File: src/rtl/pattern_search_engine_if.sv
// Control, memory-read and match-handshake bundle of the pattern search engine.
// The engine connects to the slave modport; board control and memory use the master side.
interface pattern_search_engine_if #(
    parameter int unsigned DATA_W = 8,
    parameter int unsigned ADDR_W = 8
);
    logic              start;
    logic [ADDR_W-1:0] pat_base;
    logic [ADDR_W-1:0] pat_len;
    logic [ADDR_W-1:0] blk_base;
    logic [ADDR_W-1:0] blk_len;
    logic              find_all;
    logic              mem_en;
    logic [ADDR_W-1:0] mem_addr;
    logic [DATA_W-1:0] mem_rdata;
    logic              match_valid;
    logic [ADDR_W-1:0] match_addr;
    logic              match_ready;
    logic              busy;
    logic              done;
    logic              err;
    logic [ADDR_W-1:0] match_count;

    modport slave (
        input  start, pat_base, pat_len, blk_base, blk_len, find_all,
        input  mem_rdata, match_ready,
        output mem_en, mem_addr, match_valid, match_addr,
        output busy, done, err, match_count
    );

    modport master (
        output start, pat_base, pat_len, blk_base, blk_len, find_all,
        output mem_rdata, match_ready,
        input  mem_en, mem_addr, match_valid, match_addr,
        input  busy, done, err, match_count
    );
endinterface

File: src/rtl/pattern_search_engine.sv
// Loads a pattern from memory, then scans a block for every (overlapping) occurrence,
// one memory read outstanding at a time, reporting match addresses via valid/ready.
module pattern_search_engine #(
    parameter int unsigned DATA_W      = 8,
    parameter int unsigned ADDR_W      = 8,
    parameter int unsigned MAX_PAT_LEN = 16,
    parameter int unsigned MEM_LATENCY = 1,
    parameter int unsigned WILDCARD_EN = 0,
    parameter logic [31:0] WILDCARD    = 32'h0000_003F
) (
    input  logic                     clk,
    input  logic                     reset,
    pattern_search_engine_if.slave   bus
);

    localparam int unsigned IDX_W = (MAX_PAT_LEN > 1) ? $clog2(MAX_PAT_LEN) : 1;
    localparam logic [ADDR_W:0]   MAXP   = (ADDR_W+1)'(MAX_PAT_LEN);
    localparam logic [1:0]        LAT    = 2'(MEM_LATENCY);
    localparam logic [DATA_W-1:0] WC     = DATA_W'(WILDCARD);
    localparam logic [ADDR_W-1:0] ZERO_A = {ADDR_W{1'b0}};
    localparam logic [ADDR_W-1:0] ONE_A  = ADDR_W'(1);
    localparam logic [ADDR_W-1:0] ONES_A = {ADDR_W{1'b1}};

    typedef enum logic [2:0] {
        S_IDLE, S_CHECK, S_LOAD_REQ, S_LOAD_WAIT, S_CMP_REQ, S_CMP_WAIT, S_REPORT, S_FIN
    } state_t;

    state_t            state_q, state_d;
    logic [ADDR_W-1:0] pat_base_q, pat_base_d, pat_len_q, pat_len_d;
    logic [ADDR_W-1:0] blk_base_q, blk_base_d, blk_len_q, blk_len_d;
    logic              find_all_q, find_all_d;
    logic [ADDR_W-1:0] i_q, i_d, j_q, j_d, k_q, k_d, rem_q, rem_d;
    logic [1:0]        lat_q, lat_d;
    logic              mem_en_q, mem_en_d;
    logic [ADDR_W-1:0] mem_addr_q, mem_addr_d;
    logic              match_valid_q, match_valid_d;
    logic [ADDR_W-1:0] match_addr_q, match_addr_d, match_count_q, match_count_d;
    logic              busy_q, busy_d, done_q, done_d, err_q, err_d;
    logic [DATA_W-1:0] pat_q [MAX_PAT_LEN];
    logic              pat_we_s;

    function automatic logic word_match(input logic [DATA_W-1:0] rd,
                                        input logic [DATA_W-1:0] pw);
        logic wc_hit;
        wc_hit = (WILDCARD_EN != 32'd0) && (pw == WC);
        return (rd == pw) || wc_hit;
    endfunction

    // Next-state and output decode; rem_q counts start positions still to try.
    always_comb begin
        state_d       = state_q;
        pat_base_d    = pat_base_q;
        pat_len_d     = pat_len_q;
        blk_base_d    = blk_base_q;
        blk_len_d     = blk_len_q;
        find_all_d    = find_all_q;
        i_d           = i_q;
        j_d           = j_q;
        k_d           = k_q;
        rem_d         = rem_q;
        lat_d         = lat_q;
        mem_en_d      = 1'b0;
        mem_addr_d    = mem_addr_q;
        match_valid_d = match_valid_q;
        match_addr_d  = match_addr_q;
        match_count_d = match_count_q;
        busy_d        = busy_q;
        done_d        = done_q;
        err_d         = err_q;
        pat_we_s      = 1'b0;

        case (state_q)
            S_IDLE: begin
                if (bus.start) begin
                    pat_base_d    = bus.pat_base;
                    pat_len_d     = bus.pat_len;
                    blk_base_d    = bus.blk_base;
                    blk_len_d     = bus.blk_len;
                    find_all_d    = bus.find_all;
                    done_d        = 1'b0;
                    err_d         = 1'b0;
                    match_count_d = ZERO_A;
                    busy_d        = 1'b1;
                    state_d       = S_CHECK;
                end else begin
                    state_d = S_IDLE;
                end
            end
            S_CHECK: begin
                if ((pat_len_q == ZERO_A) || ({1'b0, pat_len_q} > MAXP) ||
                    (pat_len_q > blk_len_q)) begin
                    err_d   = 1'b1;
                    state_d = S_FIN;
                end else begin
                    i_d     = blk_base_q;
                    k_d     = ZERO_A;
                    rem_d   = blk_len_q - pat_len_q;
                    state_d = S_LOAD_REQ;
                end
            end
            S_LOAD_REQ: begin
                mem_en_d   = 1'b1;
                mem_addr_d = pat_base_q + k_q;
                lat_d      = 2'd0;
                state_d    = S_LOAD_WAIT;
            end
            S_LOAD_WAIT: begin
                if (lat_q == LAT) begin
                    pat_we_s = 1'b1;
                    if (k_q == pat_len_q - ONE_A) begin
                        j_d     = ZERO_A;
                        state_d = S_CMP_REQ;
                    end else begin
                        k_d     = k_q + ONE_A;
                        state_d = S_LOAD_REQ;
                    end
                end else begin
                    lat_d = lat_q + 2'd1;
                end
            end
            S_CMP_REQ: begin
                mem_en_d   = 1'b1;
                mem_addr_d = i_q + j_q;
                lat_d      = 2'd0;
                state_d    = S_CMP_WAIT;
            end
            S_CMP_WAIT: begin
                if (lat_q != LAT) begin
                    lat_d = lat_q + 2'd1;
                end else if (word_match(bus.mem_rdata, pat_q[j_q[IDX_W-1:0]])) begin
                    if (j_q == pat_len_q - ONE_A) begin
                        match_valid_d = 1'b1;
                        match_addr_d  = i_q;
                        match_count_d = (match_count_q == ONES_A) ? ONES_A
                                                                  : match_count_q + ONE_A;
                        state_d       = S_REPORT;
                    end else begin
                        j_d     = j_q + ONE_A;
                        state_d = S_CMP_REQ;
                    end
                end else if (rem_q == ZERO_A) begin
                    state_d = S_FIN;
                end else begin
                    i_d     = i_q + ONE_A;
                    j_d     = ZERO_A;
                    rem_d   = rem_q - ONE_A;
                    state_d = S_CMP_REQ;
                end
            end
            S_REPORT: begin
                if (!bus.match_ready) begin
                    state_d = S_REPORT;
                end else if (!find_all_q || (rem_q == ZERO_A)) begin
                    match_valid_d = 1'b0;
                    state_d       = S_FIN;
                end else begin
                    match_valid_d = 1'b0;
                    i_d           = i_q + ONE_A;
                    j_d           = ZERO_A;
                    rem_d         = rem_q - ONE_A;
                    state_d       = S_CMP_REQ;
                end
            end
            S_FIN: begin
                done_d  = 1'b1;
                busy_d  = 1'b0;
                state_d = S_IDLE;
            end
            default: begin
                state_d = S_IDLE;
            end
        endcase
    end

    // State and output registers with synchronous reset.
    always_ff @(posedge clk) begin
        if (reset) begin
            state_q       <= S_IDLE;
            pat_base_q    <= ZERO_A;
            pat_len_q     <= ZERO_A;
            blk_base_q    <= ZERO_A;
            blk_len_q     <= ZERO_A;
            find_all_q    <= 1'b0;
            i_q           <= ZERO_A;
            j_q           <= ZERO_A;
            k_q           <= ZERO_A;
            rem_q         <= ZERO_A;
            lat_q         <= 2'd0;
            mem_en_q      <= 1'b0;
            mem_addr_q    <= ZERO_A;
            match_valid_q <= 1'b0;
            match_addr_q  <= ZERO_A;
            match_count_q <= ZERO_A;
            busy_q        <= 1'b0;
            done_q        <= 1'b0;
            err_q         <= 1'b0;
        end else begin
            state_q       <= state_d;
            pat_base_q    <= pat_base_d;
            pat_len_q     <= pat_len_d;
            blk_base_q    <= blk_base_d;
            blk_len_q     <= blk_len_d;
            find_all_q    <= find_all_d;
            i_q           <= i_d;
            j_q           <= j_d;
            k_q           <= k_d;
            rem_q         <= rem_d;
            lat_q         <= lat_d;
            mem_en_q      <= mem_en_d;
            mem_addr_q    <= mem_addr_d;
            match_valid_q <= match_valid_d;
            match_addr_q  <= match_addr_d;
            match_count_q <= match_count_d;
            busy_q        <= busy_d;
            done_q        <= done_d;
            err_q         <= err_d;
        end
    end

    // Pattern buffer; contents are don't-care after reset so it carries no reset.
    always_ff @(posedge clk) begin
        if (pat_we_s) begin
            pat_q[k_q[IDX_W-1:0]] <= bus.mem_rdata;
        end
    end

    assign bus.mem_en      = mem_en_q;
    assign bus.mem_addr    = mem_addr_q;
    assign bus.match_valid = match_valid_q;
    assign bus.match_addr  = match_addr_q;
    assign bus.match_count = match_count_q;
    assign bus.busy        = busy_q;
    assign bus.done        = done_q;
    assign bus.err         = err_q;

endmodule

File: src/flat_wrapper.sv
// flat-port wrapper written by rule: the top's interface ports become plain ports
module pattern_search_engine_flat 
#(
    parameter int unsigned DATA_W      = 8,
    parameter int unsigned ADDR_W      = 8,
    parameter int unsigned MAX_PAT_LEN = 16,
    parameter int unsigned MEM_LATENCY = 1,
    parameter int unsigned WILDCARD_EN = 0,
    parameter logic [31:0] WILDCARD    = 32'h0000_003F
)
  (clk, reset, bus_start, bus_pat_base, bus_pat_len, bus_blk_base, bus_blk_len, bus_find_all, bus_mem_rdata, bus_match_ready, bus_mem_en, bus_mem_addr, bus_match_valid, bus_match_addr, bus_busy, bus_done, bus_err, bus_match_count);
  pattern_search_engine_if #(.DATA_W(DATA_W), .ADDR_W(ADDR_W)) bus_i ();
  input  logic clk;
  input  logic reset;
  input wire logic [$bits(bus_i.start)-1:0] bus_start;
  input wire logic [$bits(bus_i.pat_base)-1:0] bus_pat_base;
  input wire logic [$bits(bus_i.pat_len)-1:0] bus_pat_len;
  input wire logic [$bits(bus_i.blk_base)-1:0] bus_blk_base;
  input wire logic [$bits(bus_i.blk_len)-1:0] bus_blk_len;
  input wire logic [$bits(bus_i.find_all)-1:0] bus_find_all;
  input wire logic [$bits(bus_i.mem_rdata)-1:0] bus_mem_rdata;
  input wire logic [$bits(bus_i.match_ready)-1:0] bus_match_ready;
  output wire logic [$bits(bus_i.mem_en)-1:0] bus_mem_en;
  output wire logic [$bits(bus_i.mem_addr)-1:0] bus_mem_addr;
  output wire logic [$bits(bus_i.match_valid)-1:0] bus_match_valid;
  output wire logic [$bits(bus_i.match_addr)-1:0] bus_match_addr;
  output wire logic [$bits(bus_i.busy)-1:0] bus_busy;
  output wire logic [$bits(bus_i.done)-1:0] bus_done;
  output wire logic [$bits(bus_i.err)-1:0] bus_err;
  output wire logic [$bits(bus_i.match_count)-1:0] bus_match_count;
  assign bus_i.start = bus_start;
  assign bus_i.pat_base = bus_pat_base;
  assign bus_i.pat_len = bus_pat_len;
  assign bus_i.blk_base = bus_blk_base;
  assign bus_i.blk_len = bus_blk_len;
  assign bus_i.find_all = bus_find_all;
  assign bus_i.mem_rdata = bus_mem_rdata;
  assign bus_i.match_ready = bus_match_ready;
  assign bus_mem_en = bus_i.mem_en;
  assign bus_mem_addr = bus_i.mem_addr;
  assign bus_match_valid = bus_i.match_valid;
  assign bus_match_addr = bus_i.match_addr;
  assign bus_busy = bus_i.busy;
  assign bus_done = bus_i.done;
  assign bus_err = bus_i.err;
  assign bus_match_count = bus_i.match_count;
  pattern_search_engine #(.DATA_W(DATA_W), .ADDR_W(ADDR_W), .MAX_PAT_LEN(MAX_PAT_LEN), .MEM_LATENCY(MEM_LATENCY), .WILDCARD_EN(WILDCARD_EN), .WILDCARD(WILDCARD)) u_core (.clk(clk), .reset(reset), .bus(bus_i));
endmodule
File: config.mk
export PLATFORM = sky130hd
export DESIGN_NAME = pattern_search_engine_flat
export DESIGN_NICKNAME = d
export VERILOG_FILES = /design/src/rtl/pattern_search_engine_if.sv /design/src/rtl/pattern_search_engine.sv /design/src/flat_wrapper.sv
export SDC_FILE = /design/constraint.sdc
export NUM_CORES = 1
export LEC_CHECK = 0
export ABC_AREA = 1
export BUFFER_PORTS_ARGS = -buffer_cell sky130_fd_sc_hd__buf_2
export CORE_AREA = 2 2 186 188
export DETAILED_ROUTE_END_ITERATION = 10
export DIE_AREA = 0 0 188 190
export PLACE_DENSITY_LB_ADDON = 0.3
export SLEW_MARGIN = 20
export SYNTH_ARGS = -nofsm -noshare
export SYNTH_HDL_FRONTEND = slang
export SYNTH_SLANG_ARGS = --single-unit
File: constraint.sdc
create_clock -name clk -period 3.1 [get_ports clk]
set_input_delay 0.31 -clock clk [delete_from_list [all_inputs] [get_ports clk]]
set_output_delay 0.31 -clock clk [all_outputs]
set_load 0.02 [all_outputs]
==> results.yml <==
power_and_ir_drop:
  clock_power_share_pct: 27.5
  peakVddDrop_mv: 0.4398
  p_comb_share_pct: 38.4
  p_sw_share_pct: 39.06
  power.switching_uw: 4591
  leakagePower_uw: 0.005841
  pwr-share-seq_pct: 34.1
  powerDensity_nw_per_um2: 867.4
  p_int_uw: 7163
synth:
  synth_xor_area_share_pct: 2.854
  synthFlopType: "edfxtp_1"
  synth_area_per_cell_um2: 8.201
  synth_mux_area_share_pct: 0
  syn_area_um2: 11660
  yosysWarningCount: 0
  synthAdderAreaFrac_pct: 4.163
  ys_seq_area_share_pct: 50.64
  synth_compound_area_share_pct: 9.088
  synth.area.top_cells: "edfxtp_1 (33%), dfxtp_1 (18%), nand2_1 (11%), nand3_1 (5.6%), nor2_1 (5.3%)"
  synth_nets: 1504
  post-synth-top-area-fraction_pct: 32.96
  yosysUniqueCellTypes: 43
  syn-instance-count: 1422
  synth_top_family_by_area: "simple AND/OR/NAND/NOR gates"
  yosys.area_share.simple_pct: 25.50
  synth-edff-count: 128
  yosys.area.top_type: "edfxtp_1"
  async_flop_share_pct: 0
  synth-seq-cells: 231
placement:
  dp_hpwl_um: 20060
  gp_congestion: 0.8926
  port-buffer-count: 73
  dp_slack_ns: 0.1714
worst_hold_path:
  hold_depth: 3
  hold_class: "in -> reg"
die:
  die_height_um: 190
  row_count: 68
  core_um2: 33950
  die_w_um: 188
  die_area_um2: 35720
  initial_core_util_pct: 34.35
  ios: 74
setup_path:
  worstPathArrival_ns: 3.33
  critical_path.startpoint: "u_core.blk_len_q[0]"
  rr_startpoint: "u_core.blk_len_q[0]"
  slowest_stage: "fa_1"
  end_kind: "flop"
  start_kind: "flop"
  path_class: "reg -> reg"
  worstReg2RegEnd: "u_core.i_q[3]"
  path_depth: 14
  max_stage_delay_ns: 0.44
  cp_top_family: "simple AND/OR/NAND/NOR gates"
  r2r_slack_ns: 0.24
  ff2ff_path_depth: 14
  crit_buf_inv: 2
  crit_path_end: "u_core.i_q[3]"
  critPathRequiredTime_ns: 3.56
  worstPathCellList: "inv_1, ha_1, fa_1, nor2_1, o21ai_0, nand2_1, nand2_1, o211ai_1, nand4_1, a21oi_1, nand2_2, inv_2, o21ai_0, a21oi_1"
  cp_max_fo: 18
detailed_routing:
  drt_iter0_drc: 482
  wl_met2_um: 13360
  wl_um: 28810
  wl_met3_um: 1364
  vias: 9342
  via_per_inst: 4.723
  first_pass_iters: 5
  drc: 0
  drtAntennaViolNets: 0
  routedWlPerCell_um: 14.57
  highest_layer: "met4"
  met1Wirelength_um: 13450
clock_network:
  cts_inserted_buffers: 27
  h-tree-depth: 1
  cts_sinks: 231
  cts_root_buffer: "clkbuf_16"
  clk-insertion-delay-late_ns: 0.54
  clock_path_buffers: 3
  postCtsHoldBufs: 0
  clk_pin_slew_ns: 0.06
  cts_tree: "yes"
sta:
  fmax_mhz: 349.5
  hold_violations: 0
  fin_skew_ns: 0.01691
  tightest_slew_ns: 0.7032
  finalCritPeriodShare_pct: 92.31
  finalMaxSlewViolations: 0
  setup_violations: 0
  rsz0062_at_grt: "no"
  slew_headroom_pct: 52.95
  worst_slack_ns: 0.2384
  whs_ns: 0.01983
  period_minus_slack_ns: 2.862
  setup_tns_ns: 0
layout:
  layout_common_cells: "nand2_1 (355), nor2_1 (166), inv_1 (163), nand3_1 (131), edfxtp_1 (128)"
  drive_gt1_share_pct: 11.50
  layout.nets: 1586
  areaGrowthSynthToFinish_pct: 16.20
  final_common_cell: "nand2_1"
grt:
  grt_pass1_wl_um: 46800
  grt_usage_pct: 16.15
  grt_pass1_vias: 8998
  grt_max_degree: 46
  overflow: 0
  antenna_found_initial: 0
run:
  maxCapViolCount: 0
run_status:
  status: "finished, final reports clean"
layout make-up:
cell class | count | area, um2
fill | 3441 | 20400
sequential | 231 | 5907
multi-input combinational | 971 | 4885
clock buffer | 41 | 853.3
timing repair buffer | 105 | 643.1
inverter | 168 | 630.6
tap | 455 | 569.3
clock inverter | 6 | 60.06
antenna | 1 | 2.502
worst min-delay path by stage:
stage                                   startpoint                  endpoint  slack [ns]
after floorplan                   bus_mem_rdata[0]        u_core.pat_q[0][0]        0.41
after detailed placement  u_core.bus.match_addr[1]  u_core.bus.match_addr[1]        0.44
after CTS                          bus_pat_base[5]      u_core.pat_base_q[5]       0.002
after global placement        u_core.blk_base_q[2]      u_core.blk_base_q[2]        0.44
after global routing               bus_pat_base[2]      u_core.pat_base_q[2]        0.02
final                              bus_blk_base[3]      u_core.blk_base_q[3]        0.02
power groups by stage:
stage,Sequential (uW),Clock [uW],Combinational [uW]
final,4010,3230,4520
after global routing,4060,3420,5160
after CTS,4000,3290,4520
after detailed placement,4060,0,4490
after global placement,4060,0,4440
after floorplan,4030,0,3340
per-layer routing:
| layer | vias up | global-route usage (%) |
|---|---|---|
| met2 | 202 | 27.75 |
| met3 | 39 | 2.601 |
| met5 | - | 0 |
| met4 | 0 | 4.361 |
| li1 | 4815 | - |
| met1 | 4286 | 21.12 |
synth_stat cells (7+ instances only):
library cell / number
a211oi_1: 10
a21oi_1: 81
buf_2: 20
clkbuf_1: 23
dfxtp_1: 103
edfxtp_1: 128
ha_1: 34
inv_1: 163
nand2_1: 357
nand3_1: 131
nand4_1: 7
nor2_1: 166
nor3_1: 17
o21ai_0: 69
o21ai_1: 12
xor2_1: 33
timing repair:
| item | 4_1_cts | 5_1_grt |
|---|---|---|
| gates resized for setup | 0 | 5 |
| endpoints found under the setup margin | 0 | 10 |
| setup buffers | 0 | 0 |
cell families (layout without fill, tap and decap cells):
| group | Yosys count | in the layout |
|---|---|---|
| other | 0 | 1 |
| AOI/OAI and AO/OA | 193 | 193 |
| and+or+nand+nor | 703 | 703 |
| xor gates and xnor gates | 38 | 38 |
| adders and majority gates | 37 | 37 |
| DFF | 231 | 231 |
| buffers and inverters | 220 | 320 |
worst reg2reg max path, delay by kind of cell (launching register included):
kind            cells  cell delay (ns)
flops               1             0.30
buf+inv             2             0.36
simple gates        5             0.76
compound gates      5             0.69
fa+ha+maj           2             0.67
sequential cells by signal, indices dropped and copies added (netlist names), 8 cells and up, named ones only:
signal,cells
u_core.pat_len_q,8
u_core.blk_base_q,8
u_core.bus.match_addr,8
u_core.pat_q,128
u_core.k_q,8
u_core.blk_len_q,8
u_core.rem_q,8
u_core.bus.match_count,8
u_core.bus.mem_addr,8
u_core.j_q,8
u_core.i_q,8
u_core.pat_base_q,8
through the flow:
stage	std cells	instance area (um2)	utilization, %	power (uW)
floorplan	1422	11660	-	7371
global placement	1930	12600	37.13	8500
finish	1978	13550	39.92	11750
detailed placement	1930	12600	37.13	8557
global route	1977	13550	39.91	12640
CTS	1977	13520	39.82	11810
No activity file was read; power rests on OpenSTA's default activity.
